File: src/rtl/bit_serial_seq_if.sv
// Issue and result handshake bundle between the issuing logic and the bit-serial adder sequencer.
// The master drives requests and result acceptance; the slave (sequencer) answers.
interface bit_serial_seq_if #(
    parameter int WIDTH = 8
);
    logic             start;
    logic             start_ready;
    logic [WIDTH-1:0] a_in;
    logic [WIDTH-1:0] b_in;
    logic             cin_in;
    logic [WIDTH-1:0] result_sum;
    logic             result_cout;
    logic             result_valid;
    logic             result_ready;

    modport master (
        output start, a_in, b_in, cin_in, result_ready,
        input  start_ready, result_sum, result_cout, result_valid
    );

    modport slave (
        input  start, a_in, b_in, cin_in, result_ready,
        output start_ready, result_sum, result_cout, result_valid
    );
endinterface

File: src/rtl/bit_serial_seq.sv
// Sequencer for a bit-serial adder datapath: accepts an operand pair, strobes the datapath
// for WIDTH bit-cycles, then captures and presents the sum and final carry.
module bit_serial_seq #(
    parameter int WIDTH = 8,
    parameter int CNT_W = 4
) (
    input  logic                 clk,
    input  logic                 rst,
    bit_serial_seq_if.slave      bus,
    output logic [WIDTH-1:0]     dp_a,
    output logic [WIDTH-1:0]     dp_b,
    output logic                 dp_cin,
    output logic                 dp_load,
    output logic                 dp_rst_shift,
    output logic                 dp_rst_ff,
    output logic                 dp_sipo_load,
    input  logic [WIDTH-1:0]     dp_sum,
    input  logic                 dp_cout,
    output logic                 busy,
    output logic [CNT_W-1:0]     bit_cnt
);

    typedef enum logic [2:0] {
        S_IDLE,
        S_LOAD,
        S_SHIFT,
        S_CAPTURE,
        S_VALID
    } state_t;

    localparam logic [CNT_W-1:0] LAST_BIT = CNT_W'(WIDTH - 1);

    state_t           state_q, state_d;
    logic [WIDTH-1:0] dp_a_q, dp_a_d;
    logic [WIDTH-1:0] dp_b_q, dp_b_d;
    logic             dp_cin_q, dp_cin_d;
    logic [WIDTH-1:0] result_sum_q, result_sum_d;
    logic             result_cout_q, result_cout_d;
    logic             result_valid_q, result_valid_d;
    logic [CNT_W-1:0] bit_cnt_q, bit_cnt_d;
    logic             busy_q, busy_d;
    logic             start_ready_q, start_ready_d;
    logic             dp_load_q, dp_load_d;
    logic             dp_rst_ff_q, dp_rst_ff_d;
    logic             dp_sipo_load_q, dp_sipo_load_d;
    logic             dp_rst_shift_q, dp_rst_shift_d;

    // Strobes are decoded from the next state so every output comes straight off a flop.
    always_comb begin
        state_d        = state_q;
        dp_a_d         = dp_a_q;
        dp_b_d         = dp_b_q;
        dp_cin_d       = dp_cin_q;
        result_sum_d   = result_sum_q;
        result_cout_d  = result_cout_q;
        bit_cnt_d      = '0;

        unique case (state_q)
            S_IDLE: begin
                if (bus.start) begin
                    dp_a_d   = bus.a_in;
                    dp_b_d   = bus.b_in;
                    dp_cin_d = bus.cin_in;
                    state_d  = S_LOAD;
                end
            end
            S_LOAD: begin
                state_d = S_SHIFT;
            end
            S_SHIFT: begin
                // dp_cout is combinational, so on the last bit it already holds the final carry.
                if (bit_cnt_q == LAST_BIT) begin
                    result_cout_d = dp_cout;
                    state_d       = S_CAPTURE;
                end else begin
                    bit_cnt_d = bit_cnt_q + CNT_W'(1);
                end
            end
            S_CAPTURE: begin
                result_sum_d = dp_sum;
                state_d      = S_VALID;
            end
            S_VALID: begin
                if (bus.result_ready) begin
                    state_d = S_IDLE;
                end
            end
            default: begin
                state_d = S_IDLE;
            end
        endcase

        start_ready_d  = (state_d == S_IDLE);
        dp_rst_shift_d = (state_d == S_IDLE);
        dp_load_d      = (state_d == S_LOAD);
        dp_rst_ff_d    = (state_d == S_LOAD);
        dp_sipo_load_d = (state_d == S_SHIFT);
        busy_d         = (state_d == S_LOAD) || (state_d == S_SHIFT) || (state_d == S_CAPTURE);
        result_valid_d = (state_d == S_VALID);
    end

    always_ff @(posedge clk) begin
        if (rst) begin
            state_q        <= S_IDLE;
            dp_a_q         <= '0;
            dp_b_q         <= '0;
            dp_cin_q       <= 1'b0;
            result_sum_q   <= '0;
            result_cout_q  <= 1'b0;
            result_valid_q <= 1'b0;
            bit_cnt_q      <= '0;
            busy_q         <= 1'b0;
            start_ready_q  <= 1'b1;
            dp_load_q      <= 1'b0;
            dp_rst_ff_q    <= 1'b0;
            dp_sipo_load_q <= 1'b0;
            dp_rst_shift_q <= 1'b1;
        end else begin
            state_q        <= state_d;
            dp_a_q         <= dp_a_d;
            dp_b_q         <= dp_b_d;
            dp_cin_q       <= dp_cin_d;
            result_sum_q   <= result_sum_d;
            result_cout_q  <= result_cout_d;
            result_valid_q <= result_valid_d;
            bit_cnt_q      <= bit_cnt_d;
            busy_q         <= busy_d;
            start_ready_q  <= start_ready_d;
            dp_load_q      <= dp_load_d;
            dp_rst_ff_q    <= dp_rst_ff_d;
            dp_sipo_load_q <= dp_sipo_load_d;
            dp_rst_shift_q <= dp_rst_shift_d;
        end
    end

    assign bus.start_ready  = start_ready_q;
    assign bus.result_sum   = result_sum_q;
    assign bus.result_cout  = result_cout_q;
    assign bus.result_valid = result_valid_q;
    assign dp_a             = dp_a_q;
    assign dp_b             = dp_b_q;
    assign dp_cin           = dp_cin_q;
    assign dp_load          = dp_load_q;
    assign dp_rst_shift     = dp_rst_shift_q;
    assign dp_rst_ff        = dp_rst_ff_q;
    assign dp_sipo_load     = dp_sipo_load_q;
    assign busy             = busy_q;
    assign bit_cnt          = bit_cnt_q;

endmodule

File: src/flat_wrapper.sv
// flat-port wrapper written by rule: the top's interface ports become plain ports
module bit_serial_seq_flat 
#(
    parameter int WIDTH = 8,
    parameter int CNT_W = 4
)
  (clk, rst, dp_a, dp_b, dp_cin, dp_load, dp_rst_shift, dp_rst_ff, dp_sipo_load, dp_sum, dp_cout, busy, bit_cnt, bus_start, bus_a_in, bus_b_in, bus_cin_in, bus_result_ready, bus_start_ready, bus_result_sum, bus_result_cout, bus_result_valid);
  bit_serial_seq_if #(.WIDTH(WIDTH)) bus_i ();
  input  logic clk;
  input  logic rst;
  output logic [WIDTH-1:0] dp_a;
  output logic [WIDTH-1:0] dp_b;
  output logic dp_cin;
  output logic dp_load;
  output logic dp_rst_shift;
  output logic dp_rst_ff;
  output logic dp_sipo_load;
  input  logic [WIDTH-1:0] dp_sum;
  input  logic dp_cout;
  output logic busy;
  output logic [CNT_W-1:0] bit_cnt;
  input wire logic [$bits(bus_i.start)-1:0] bus_start;
  input wire logic [$bits(bus_i.a_in)-1:0] bus_a_in;
  input wire logic [$bits(bus_i.b_in)-1:0] bus_b_in;
  input wire logic [$bits(bus_i.cin_in)-1:0] bus_cin_in;
  input wire logic [$bits(bus_i.result_ready)-1:0] bus_result_ready;
  output wire logic [$bits(bus_i.start_ready)-1:0] bus_start_ready;
  output wire logic [$bits(bus_i.result_sum)-1:0] bus_result_sum;
  output wire logic [$bits(bus_i.result_cout)-1:0] bus_result_cout;
  output wire logic [$bits(bus_i.result_valid)-1:0] bus_result_valid;
  assign bus_i.start = bus_start;
  assign bus_i.a_in = bus_a_in;
  assign bus_i.b_in = bus_b_in;
  assign bus_i.cin_in = bus_cin_in;
  assign bus_i.result_ready = bus_result_ready;
  assign bus_start_ready = bus_i.start_ready;
  assign bus_result_sum = bus_i.result_sum;
  assign bus_result_cout = bus_i.result_cout;
  assign bus_result_valid = bus_i.result_valid;
  bit_serial_seq #(.WIDTH(WIDTH), .CNT_W(CNT_W)) u_core (.clk(clk), .rst(rst), .bus(bus_i), .dp_a(dp_a), .dp_b(dp_b), .dp_cin(dp_cin), .dp_load(dp_load), .dp_rst_shift(dp_rst_shift), .dp_rst_ff(dp_rst_ff), .dp_sipo_load(dp_sipo_load), .dp_sum(dp_sum), .dp_cout(dp_cout), .busy(busy), .bit_cnt(bit_cnt));
endmodule
File: config.mk
export PLATFORM = sky130hd
export DESIGN_NAME = bit_serial_seq_flat
export DESIGN_NICKNAME = d
export VERILOG_FILES = /design/src/rtl/bit_serial_seq_if.sv /design/src/rtl/bit_serial_seq.sv /design/src/flat_wrapper.sv
export SDC_FILE = /design/constraint.sdc
export NUM_CORES = 1
export LEC_CHECK = 0
export BUFFER_PORTS_ARGS = -buffer_cell sky130_fd_sc_hd__buf_2
export CORE_ASPECT_RATIO = 0.9
export CORE_MARGIN = 4
export CORE_UTILIZATION = 48
export CTS_CLUSTER_SIZE = 40
export DETAILED_ROUTE_END_ITERATION = 10
export PLACE_DENSITY = 0.79
export SYNTH_ARGS = -nofsm -noshare
export SYNTH_HDL_FRONTEND = slang
export SYNTH_SLANG_ARGS = --single-unit
File: constraint.sdc
create_clock -name clk -period 2.55 [get_ports clk]
set_input_delay 0.3825 -clock clk [delete_from_list [all_inputs] [get_ports clk]]
set_output_delay 0.3825 -clock clk [all_outputs]
set_load 0.1 [all_outputs]
==> results of run 1 <==
==> Yosys cell counts (2+ instances only) <==
cell type	n
nand2b_1	2
or4b_1	2
a21oi_1	19
buf_2	2
nor2_1	13
nand3b_1	2
mux2i_1	10
buf_6	4
nor3_1	2
nand2_1	34
buf_4	2
dfxtp_1	38
clkbuf_1	3
xnor2_1	2
==> per-layer routing <==
metal | share of wire, % | routed length [um] | track usage (%) | vias to the layer above
li1 | - | - | - | 608
met1 | 38 | 1160 | 17.4 | 547
met2 | 52 | 1570 | 32.1 | 45
met3 | 8.5 | 259 | 5.31 | 5
met4 | 1.6 | 48 | 8.28 | 0
met5 | 0 | 0 | 0 | -
==> sequential cells by signal (all words and copies together) (netlist names), 3 cells and up <==
name,flops
u_core.dp_a,8
u_core.dp_b,8
u_core.bit_cnt,4
u_core.bus.result_sum,8
u_core.state_q,3
==> layout by cell type, fill, tap and decap left out <==
cell type   n
buf_2      66
dfxtp_1    38
nand2_1    34
a21oi_1    19
nor2_1     13
mux2i_1    10
clkbuf_4    5
nand3b_1    2
or4b_1      2
xnor2_1     2
nor3_1      2
nand2b_1    2
clkbuf_1    2
nor4b_4     1
nor4b_1     1
nor2b_1     1
a2111oi_0   1
or4b_4      1
nand3_1     1
o22ai_4     1
inv_1       1
and3_1      1
nor3b_1     1
ha_1        1
==> logic make-up (layout without fill, tap and decap cells) <==
kind of cell	Yosys count	after routing	share of synthesized area (%)
fa+ha+maj	1	1	0.890
buf+inv	12	74	6.05
xor+xnor	2	2	1.25
flops	38	38	54.1
compound gates	21	21	8.82
mux	10	10	7.12
simple gates	62	62	21.7
==> power by group <==
| group | switching, mW | internal (mW) | total (mW) |
|---|---|---|---|
| clock | 0.171 | 0.104 | 0.275 |
| combinational | 0.309 | 0.0685 | 0.377 |
| sequential | 0.0230 | 0.627 | 0.650 |
| total | 0.502 | 0.799 | 1.30 |
==> worst paths after layout <==
path | start | end | slack (ps) | depth (start not counted)
worst max-delay path | u_core.state_q[1]$_SDFF_PP0_ | u_core.dp_a[5]$_SDFFE_PP0P_ | 860 | 3
worst max register to register | u_core.state_q[1]$_SDFF_PP0_ | u_core.dp_a[5]$_SDFFE_PP0P_ | 860 | 3
worst min-delay path | bus_a_in[7] | u_core.dp_a[7]$_SDFFE_PP0P_ | 280 | 3
worst min register to register | u_core.dp_a[2]$_SDFFE_PP0P_ | u_core.dp_a[2]$_SDFFE_PP0P_ | 460 | 2
==> worst max-delay path, cell delays in order (launching register included) <==
cell	delay, ps
dfxtp_1	420
or4b_1	870
nand2_1	180
a21oi_1	80
==> layout make-up <==
class,instances,share of cell area [%]
clock buffers,7,2.58
inverters,1,0.215
multi-input cells,96,32.0
flip-flops and latches,38,43.5
well taps,40,2.86
repair buffers,66,18.9
==> through the flow <==
stage / area (sq um) / worst slack, ps
final: 1750 / 860
after detailed placement: 1700 / 871
after CTS: 1750 / 855
after floorplan: 1410 / 360
after global placement: 1700 / 907
after global routing: 1750 / 746
==> key figures, run 1 <==
Floorplan
  • Core area: 0.00277 sq mm
  • IO Pins: 67
  • Initial core utilization: 50.7%
  • Die Y: 59.3 um
  • Placement Rows: 18
  • Die X: 65.0 um
  • Die area: 0.00386 sq mm

STA
  • Hold slack final: 283 ps
  • Relative slew margins: 43.3%
  • Setup TNS Final: 0 ps
  • Final hold vios: 0
  • Fin crit share: 66.3%
  • FMAX: 0.592 GHz
  • Fin. max-slew vios: 0
  • Worst Skew: 8.35 ps
  • RSZ-0062 raised after global routing: no
  • # setup viols final: 0
  • Fin crit period: 1690 ps
  • Worst Max-Slew Pin Slew: 847 ps

Logic synthesis
  • EDFF count, synth: 0
  • Syn_nets: 177
  • Synth area leader: dfxtp_1
  • Register area share after synthesis: 54.1%
  • Synth Flop Type: dfxtp_1
  • Mapped Cells: 146
  • Post-synth top area share: 54.1%
  • Yosys reg bits: 38
  • Fraction of registers with async set/reset: 0%
  • Unique masters post-synth: 25
  • Cell Area, Synth: 0.00141 sq mm
  • Synth warnings: 0
  • Syn Area/Cell: 9.62 sq um
  • Top cells by area, synth: dfxtp_1, nand2_1, mux2i_1, a21oi_1, nor2_1

Clocking
  • CTS buffer count: 5
  • H-Tree Depth: 2
  • Hold-fix buffers, CTS: 0
  • Clock-pin slew on the worst setup and hold paths: 100 ps
  • Clk sinks: 38
  • Clock root buffer: clkbuf_4
  • Post-CTS Setup Bufs: 0
  • CTS tree: yes
  • Count of cells resized by post-cts repair: 0
  • Max Root-Sink Buffers: 2
  • Skew-Pair Late Insertion Delay: 320 ps

Detailed routing
  • DR vias: 1205
  • Antenna-violating nets left: 0
  • # DRC: 0
  • Starting DRT DRC Count: 50
  • Vias/cell: 4.86
  • DR pass1 iterations: 4
  • Post-DR wirelength/cell: 12.3 um
  • Final WL: 3040 um

Global routing
  • Total gr overflow: 0
  • Largest net degree at the start of global routing: 35
  • First-pass GRT wire length: 5070 um
  • Initial antenna violation count: 0
  • Overall Global Routing Usage: 17.1%
  • Number of global-route vias before repair: 1238

Finish
  • Fill cells: 255
  • Nets: 239
  • Util after Layout: 63.1%
  • Multi-input gate area: 559 sq um
  • Final std cells w/o fill: 248
  • Share of layout cells above drive strength 1: 35.6%
  • Area Growth Syn to Fin: 24.5%
  • ANT cells: 0
  • Register area: 761 sq um

Critical path
  • WP data arrival: 1880 ps
  • CP Capture Type: flop
  • Critical Path Fanout Max: 19
  • Type of origin of the critical path: flop
  • Worst setup path category: reg -> reg
  • CP required: 2740 ps

Power
  • Total power draw: 1.30 mW
  • Peak supply drop: 0.000379 V
  • Leakage: 0.886 nW
  • PD cells: 744 mW/mm^2

Placed design
  • HPWL after DPL: 2280 um
  • GP Congestion: 0.755
  • IO buf count: 66
  • Dpl cells: 241

Status
  • Status: completed

Job
  • Max cap viols: 0

Min path
  • HP Class: in -> reg
(Power assumes the default switching activity.)
==> inputs of run 2 (changes only) <==
--- a/config.mk
+++ b/config.mk
@@ -8,10 +8,10 @@
 export BUFFER_PORTS_ARGS = -buffer_cell sky130_fd_sc_hd__buf_2
 export CORE_ASPECT_RATIO = 0.9
 export CORE_MARGIN = 4
-export CORE_UTILIZATION = 48
+export CORE_UTILIZATION = 45
 export CTS_CLUSTER_SIZE = 40
 export DETAILED_ROUTE_END_ITERATION = 10
-export PLACE_DENSITY = 0.79
+export PLACE_DENSITY = 0.75
 export SYNTH_ARGS = -nofsm -noshare
 export SYNTH_HDL_FRONTEND = slang
 export SYNTH_SLANG_ARGS = --single-unit
==> constraint.sdc (replaced) <==
create_clock -name clk -period 1.6 [get_ports clk]
set_input_delay 0.24 -clock clk [delete_from_list [all_inputs] [get_ports clk]]
set_output_delay 0.24 -clock clk [all_outputs]
set_load 0.1 [all_outputs]
==> key figures, run 2 (synthesized netlist as in run 1, its figures left out) <==
Critical path
  • Critical path's slowest cell: or4b_4
  • WP data arrival: 1670 ps (-210 ps)
  • CP Capture Type: flop
  • Worst setup path category: reg -> reg
  • FF-to-FF End: u_core.bit_cnt[0]$_SDFF_PP0_
  • Critical path's largest stage delay: 510 ps (-360 ps)
  • CP Capture Point: u_core.bit_cnt[0]$_SDFF_PP0_
  • CP Cell Sequence: buf_4, or4b_4, nor3b_1
  • Critical path launch point: u_core.state_q[1]$_SDFF_PP0_
  • Type of origin of the critical path: flop
  • Reg2Reg Depth: 3 (unchanged)
  • Critical Path Fanout Max: 6 (-13)
  • Flop-to-flop setup slack: 190 ps (-670 ps)
  • CP required: 1860 ps (-880 ps)
  • R2r startpoint: u_core.state_q[1]$_SDFF_PP0_

Clocking
  • Clk sinks: 38 (unchanged)
  • H-Tree Depth: 2 (unchanged)
  • Max Root-Sink Buffers: 2 (unchanged)
  • Skew-Pair Late Insertion Delay: 340 ps (+20 ps)
  • Post-CTS Setup Bufs: 0 (unchanged)
  • Clock root buffer: clkbuf_4
  • CTS tree: yes
  • CTS buffer count: 5 (unchanged)
  • Hold-fix buffers, CTS: 0 (unchanged)
  • Count of cells resized by post-cts repair: 0 (unchanged)
  • Clock-pin slew on the worst setup and hold paths: 110 ps (about the same)

Detailed routing
  • Starting DRT DRC Count: 52 (+4.0%)
  • # DRC: 0 (unchanged)
  • DR vias: 1209 (+0.33%)
  • Vias/cell: 4.74 (-2.4%)
  • Antenna-violating nets left: 0 (unchanged)
  • DR pass1 iterations: 4 (unchanged)
  • Final WL: 3150 um (+3.6%)
  • Post-DR wirelength/cell: 12.4 um (+0.74%)

Finish
  • Final std cells w/o fill: 255 (+2.8%)
  • Most frequent cells in the layout: buf_2, nand2_1, dfxtp_1
  • Area Growth Syn to Fin: 29.4%
  • ANT cells: 0 (unchanged)
  • Most common cell after layout, fill and taps aside: buf_2
  • Nets: 246 (+2.9%)
  • Share of layout cells above drive strength 1: 40.0% (+4.4 points)

Floorplan
  • Die Y: 61.0 um (+2.8%)
  • Core area: 0.00286 sq mm (+3.3%)
  • Placement Rows: 18 (unchanged)
  • Die area: 0.00408 sq mm (+5.8%)
  • Initial core utilization: 49.1% (-1.6 points)
  • IO Pins: 67 (unchanged)
  • Die X: 66.9 um (+2.9%)

Power
  • PD cells: 1160 mW/mm^2 (+56%)
  • P_int: 1.29 mW (+61%)
  • Clock power share: 21.5% (+0.4 points)
  • Switching power: 0.818 mW (+63%)
  • Leakage: 0.924 nW (+4.2%)
  • Sequential Power Share: 48.8% (-1.1 points)
  • Peak supply drop: 0.000867 V (+130%)
  • Logic pwr share: 29.7% (+0.7 points)
  • Switching Share: 38.9% (+0.27 points)

STA
  • Relative slew margins: 62.2% (+19 points)
  • Worst Max-Slew Pin Slew: 553 ps (-294 ps)
  • Final hold vios: 0 (unchanged)
  • Worst Skew: 8.42 ps (+0.0636 ps)
  • FMAX: 0.710 GHz (+20%)
  • RSZ-0062 raised after global routing: no
  • Fin. max-slew vios: 0 (unchanged)
  • # setup viols final: 0 (unchanged)
  • Fin crit share: 88.0% (+22 points)
  • Fin crit period: 1410 ps (-281 ps)
  • Setup TNS Final: 0 ps (unchanged)

Min path
  • HP Class: in -> reg

Global routing
  • Initial antenna violation count: 0 (unchanged)
  • Number of global-route vias before repair: 1157 (-6.5%)
  • Overall Global Routing Usage: 16.4% (-0.69 points)
  • Total gr overflow: 0 (unchanged)
  • Largest net degree at the start of global routing: 20 (-43%)
  • First-pass GRT wire length: 4950 um (-2.4%)

Placed design
  • IO buf count: 66 (unchanged)
  • Dpl cells: 248 (+2.9%)
  • GP Congestion: 0.697 (-7.7%)
  • HPWL after DPL: 2340 um (+2.4%)

Status
  • Status: completed

Job
  • Max cap viols: 0 (unchanged)
==> run 2: worst min path at each step <==
stage	startpoint	endpoint	slack, ps	cells after the start
detailed placement	u_core.bit_cnt[0]$_SDFF_PP0_	u_core.bit_cnt[0]$_SDFF_PP0_	430	1
global route	bus_a_in[5]	u_core.dp_a[5]$_SDFFE_PP0P_	120	3
floorplan	rst	u_core.state_q[1]$_SDFF_PP0_	320	1
CTS	dp_sum[6]	u_core.bus.result_sum[6]$_SDFFE_PP0N_	110	3
global placement	u_core.bit_cnt[0]$_SDFF_PP0_	u_core.bit_cnt[0]$_SDFF_PP0_	420	1
finish	bus_a_in[2]	u_core.dp_a[2]$_SDFFE_PP0P_	130	3
==> run 2: per-stage QoR <==
stage / total power [mW] / setup slack [ps] / hold slack (ps) / utilization (%) / cell area [sq um]
2_1_floorplan: 1.58 / 3.77 / 324 / - / 1420
3_3_place_gp: 1.67 / 233 / 423 / 62.0 / 1770
3_5_place_dp: 1.68 / 180 / 431 / 62.0 / 1770
4_1_cts: 2.13 / 170 / 112 / 63.6 / 1820
5_1_grt: 2.21 / 75.6 / 124 / 63.6 / 1820
6_report: 2.11 / 192 / 131 / 63.6 / 1820
==> run 2: metal layers <==
layer  wire [um]  global-route usage (%)  share of wire, %
met5           0                       0                 0
met4          72                    9.54               2.3
met3         260                    5.47               8.2
met2        1550                    27.7                49
met1        1270                    18.4                40
==> run 2: power groups by stage <==
stage / clock, mW / sequential (mW) / combinational, mW
2_1_floorplan: 0 / 1.39 / 0.188
3_3_place_gp: 0 / 1.05 / 0.623
3_5_place_dp: 0 / 1.05 / 0.628
4_1_cts: 0.474 / 1.03 / 0.629
5_1_grt: 0.515 / 1.04 / 0.656
6_report: 0.453 / 1.03 / 0.625
==> run 2: layout make-up <==
class | count | area [sq um]
Fill cell | 256 | 1040
Sequential cell | 38 | 771
Multi-Input combinational cell | 96 | 566
Timing Repair Buffer | 73 | 383
Tap cell | 40 | 50.0
Clock buffer | 7 | 45.0
Inverter | 1 | 3.75
==> run 2: critical path: cells and delay by family (launching register included) <==
family        cells  cell delay, ps
buf+inv           1             170
flops             1             460
simple gates      2             700
